**src/rtl/arbiter_control.sv**
```systemverilog
// Arbiter control FSM sharing one physical-memory port between the I-cache and D-cache.
// Grants one side at a time, steers the datapath mux and forwards the completion to that side only.
module arbiter_control #(
  parameter bit DATA_PRIORITY = 1'b1,
  parameter int MAX_CONSEC    = 4
) (
  input  logic clk,
  input  logic rst,
  input  logic inst_read,
  input  logic data_read,
  input  logic data_write,
  input  logic pmem_resp,
  output logic mux_sel,
  output logic pmem_read,
  output logic pmem_write,
  output logic inst_resp,
  output logic data_resp
);

  typedef enum logic [1:0] {
    IDLE    = 2'd0,
    SERVE_I = 2'd1,
    SERVE_D = 2'd2
  } state_t;

  localparam logic [3:0] MAX_C = 4'(MAX_CONSEC);

  state_t     state_reg, state_next;
  logic [3:0] consec_reg, consec_next;
  logic       last_grant_reg, last_grant_next;  // 0 = instruction side, 1 = data side

  logic data_pending;
  logic grant_data;
  logic other_pending;
  logic starve_guard;

  assign data_pending = data_read | data_write;

  always_ff @(posedge clk) begin
    if (rst) begin
      state_reg      <= IDLE;
      consec_reg     <= 4'd0;
      last_grant_reg <= 1'b0;
    end else begin
      state_reg      <= state_next;
      consec_reg     <= consec_next;
      last_grant_reg <= last_grant_next;
    end
  end

  always_comb begin
    state_next      = state_reg;
    consec_next     = consec_reg;
    last_grant_next = last_grant_reg;
    mux_sel         = 1'b0;
    pmem_read       = 1'b0;
    pmem_write      = 1'b0;
    inst_resp       = 1'b0;
    data_resp       = 1'b0;
    grant_data      = 1'b0;
    other_pending   = 1'b0;
    starve_guard    = 1'b0;

    case (state_reg)
      IDLE: begin
        if (inst_read || data_pending) begin
          // The priority side loses a tie once it has run MAX_CONSEC grants in a row.
          if (inst_read && data_pending) begin
            starve_guard = (consec_reg == MAX_C) && (last_grant_reg == DATA_PRIORITY);
            grant_data   = starve_guard ? ~DATA_PRIORITY : DATA_PRIORITY;
          end else begin
            grant_data = data_pending;
          end
          other_pending = grant_data ? inst_read : data_pending;

          if ((grant_data == last_grant_reg) && other_pending) begin
            consec_next = (consec_reg >= MAX_C) ? MAX_C : consec_reg + 4'd1;
          end else begin
            consec_next = 4'd1;
          end
          last_grant_next = grant_data;
          state_next      = grant_data ? SERVE_D : SERVE_I;
        end
      end

      SERVE_I: begin
        pmem_read = 1'b1;
        inst_resp = pmem_resp;
        if (pmem_resp) state_next = IDLE;
      end

      SERVE_D: begin
        mux_sel    = 1'b1;
        pmem_read  = data_read;
        pmem_write = data_write;
        data_resp  = pmem_resp;
        if (pmem_resp) state_next = IDLE;
      end

      default: state_next = IDLE;
    endcase
  end

endmodule

```
**config.mk**
```make
export PLATFORM = sky130hd
export DESIGN_NAME = arbiter_control
export DESIGN_NICKNAME = d
export VERILOG_FILES = /design/src/rtl/arbiter_control.sv
export SDC_FILE = /design/constraint.sdc
export NUM_CORES = 1
export LEC_CHECK = 0
export BUFFER_PORTS_ARGS = -buffer_cell sky130_fd_sc_hd__buf_2
export CAP_MARGIN = 15
export CORE_MARGIN = 5
export CORE_UTILIZATION = 30
export CTS_CLUSTER_SIZE = 14
export DETAILED_ROUTE_END_ITERATION = 6
export SLEW_MARGIN = 30
export SYNTH_ARGS = -nofsm -noshare
export SYNTH_HDL_FRONTEND = slang
export SYNTH_SLANG_ARGS = --single-unit
```
**constraint.sdc**
```tcl
create_clock -name clk -period 3.9 [get_ports clk]
set_clock_uncertainty 0.1 [all_clocks]
set_input_delay 0.195 -clock clk [delete_from_list [all_inputs] [get_ports clk]]
set_output_delay 0.195 -clock clk [all_outputs]
set_load 0.005 [all_outputs]
```
==> summary.txt <==
Worst setup path
  • Worst path required time: 3610 ps
  • Setup Crit Path Kind: flop to output pin
  • CP Capture Type: output pin
  • Crit path DAT: 1260 ps
  • Critical Path Source Type: flop
  • Largest fanout on the critical path: 3

Floorplanning
  • Die area: 2520 um2
  • Core ar.: 1520 um2
  • Row Count: 14
  • Initial core utilization: 0.318
  • Num ports: 11
  • Die X: 50.2 um
  • Die extent in y: 50.2 um

Power
  • Worst vdd ir: 0.000197 V
  • Leak pwr: 0.241 nW
  • Sw frac: 0.306
  • Internal: 0.000142 W
  • Power Dens Cells: 357 nW/um2
  • Comb power frac: 0.261
  • Switching power: 0.0000625 W
  • Clock power share: 0.340
  • Sequential Power Share: 0.399

Synthesis
  • Post-Syn Nets: 66
  • Syn Inst Count: 55
  • Register area share after synthesis: 0.289
  • Flops & latches, synth: 7
  • Post-synth cell types: 28
  • Synthesis warning total: 0
  • Syn avg cell area: 8.80 um2
  • Post-Syn Area: 484 um2

STA
  • Fmax: 643 MHz
  • Final Hold Vio Count: 0
  • Max Transition Viols Final: 0
  • Slew HR: 0.698
  • # setup viols final: 0
  • Period Utilization, post-route: 0.399
  • RSZ-0062 raised after global routing: false
  • Post-route setup TNS: 0 ps
  • Worst slew pin tran: 447 ps
  • Tmin final: 1560 ps

Status
  • Status: finished, final reports clean

Finish
  • Register area: 140 um2
  • Final #Nets: 80
  • Share of cells above drive strength 1: 0.250
  • Max reg flops: 4
  • Multi-input gate area: 318 um2
  • Fill cells: 168
  • ANT cells: 0
  • Area grow syn2layout: 18.3%
  • Fin cells: 84

Placement
  • Port bufs: 10
  • Dpl cells: 80
  • Final HPWL DP: 743 um
  • Gpl congestion: 0.711

GRT
  • Largest net degree at the start of global routing: 9
  • First-pass GRT wire length: 1670 um
  • Global route overflow: 0
  • Antenna violations before repair: 0
  • Vias in the first global route: 386
  • Total global-route track usage: 0.0874

Clock tree
  • Clk buf depth: 2
  • Clk Latency, worst-skew pair: 260 ps
  • CTS tree: done
  • CTS Sinks: 7
  • Post-CTS Setup Repair Bufs: 0
  • Post-cts sizing count: 0
  • Clk Tree Root Cell: clkbuf_4
  • Clock-pin slew on the worst setup and hold paths: 60 ps
  • H-tree depth reported by CTS: 1
  • Hold-fix buffers, CTS: 0
  • CTS Buf Count: 3

Detailed routing
  • Drt drc: 0
  • Count of TritonRoute iterations in the first routing pass: 4
  • Routed vias: 426
  • Routed WL: 984 um
  • Avg WL per Cell: 11.7 um
  • Post-route ant nets: 0
  • 1st-iter DRT viols: 12
  • Via density: 5.07

Run
  • Max-Cap Viols: 0

Worst hold path
  • Worst min path class: input port to flop
## cells in the mapped netlist (all sizes together)
cell | instances | area [um2]
a211oi | 1 | 7.51
a21oi | 2 | 10.0
a221oi | 1 | 15.0
a22o | 1 | 8.76
a32oi | 1 | 8.76
and2 | 4 | 25.0
and2b | 1 | 7.51
buf | 1 | 7.51
dfxtp | 7 | 140
ha | 5 | 62.6
inv | 5 | 18.8
nand2 | 2 | 7.51
nand2b | 2 | 12.5
nand3b | 1 | 7.51
nand4 | 1 | 6.26
nand4b | 1 | 8.76
nor2 | 4 | 17.5
nor2b | 1 | 6.26
nor3b | 2 | 15.0
nor4b | 2 | 17.5
o2111ai | 1 | 8.76
o21ai | 4 | 20.0
o2bb2ai | 1 | 8.76
o31a | 1 | 17.5
or2 | 2 | 12.5
or3 | 1 | 6.26
## worst max-delay path, stage by stage (launching register included)
cell and delay, ps:
dfxtp_1 360, inv_1 70, ha_1 320, nor2b_1 130
buf_2 120
## layout by cell type (no fill, tap or decap)
master / n
a22o_1: 1
dfxtp_1: 7
nor2_1: 3
nor3b_1: 2
and2_1: 4
nor2b_1: 1
nand4_1: 1
nor4b_1: 2
nor2_2: 1
o2bb2ai_1: 1
nand2_1: 2
and2b_1: 1
or2_1: 1
a32oi_1: 1
o21ai_0: 4
ha_1: 5
nand2b_1: 2
buf_2: 10
o31a_4: 1
nand4b_1: 1
clkbuf_1: 1
a211oi_1: 1
or3_1: 1
clkbuf_4: 3
a21oi_1: 2
nand3b_1: 1
o2111ai_1: 1
a221oi_2: 1
or2_2: 1
inv_1: 5
## worst paths after layout
check,slack [ps],cells past startpoint,from,endpoint
setup / recovery,2340,4,state_reg[0],pmem_read
hold / removal,110,2,rst,consec_reg[2]
setup reg to reg,2360,5,state_reg[0],state_reg[1]
hold reg to reg,400,2,state_reg[0],state_reg[0]
## final cells by class
| type | instances | area share |
|---|---|---|
| Inverter | 5 | 0.0328 |
| Timing Repair Buffer | 10 | 0.0873 |
| Clock buffer | 4 | 0.0459 |
| Tap cell | 16 | 0.0349 |
| Multi-Input combinational cell | 42 | 0.555 |
| Sequential cell | 7 | 0.245 |
## routing by layer
| metal | vias up | GRT usage | routed length [um] |
|---|---|---|---|
| met1 | 195 | 0.112 | 482 |
| met3 | 5 | 0.0178 | 20 |
| met5 | - | 0 | 0 |
| met2 | 5 | 0.121 | 443 |
| met4 | 0 | 0.0786 | 37 |
| li1 | 221 | - | - |
## power groups by stage
stage          clock network [W]  logic (W)  registers [W]
6_report               0.0000696  0.0000533      0.0000816
4_1_cts                0.0000698  0.0000537      0.0000816
2_1_floorplan                  0  0.0000390      0.0000817
3_5_place_dp                   0  0.0000531      0.0000830
3_3_place_gp                   0  0.0000534      0.0000828
5_1_grt                0.0000738  0.0000607      0.0000823
## metrics by stage
step | hold WS, ps | util | worst slack (ps) | total power [W] | instance area [um2]
floorplan | 273 | - | 2560 | 0.000121 | 484
global placement | 375 | 0.359 | 2460 | 0.000136 | 547
detailed placement | 374 | 0.359 | 2460 | 0.000136 | 547
CTS | 105 | 0.376 | 2340 | 0.000205 | 573
global route | 119 | 0.376 | 2210 | 0.000217 | 573
finish | 106 | 0.376 | 2340 | 0.000204 | 573
## kinds of logic (layout without fill, tap and decap cells)
group,count (synthesis),after routing,synth area share
compound gates,13,13,0.217
fa+ha+maj,5,5,0.129
buf+inv,6,19,0.0543
flops,7,7,0.289
simple gates,24,24,0.310
(Power assumes the default switching activity.)
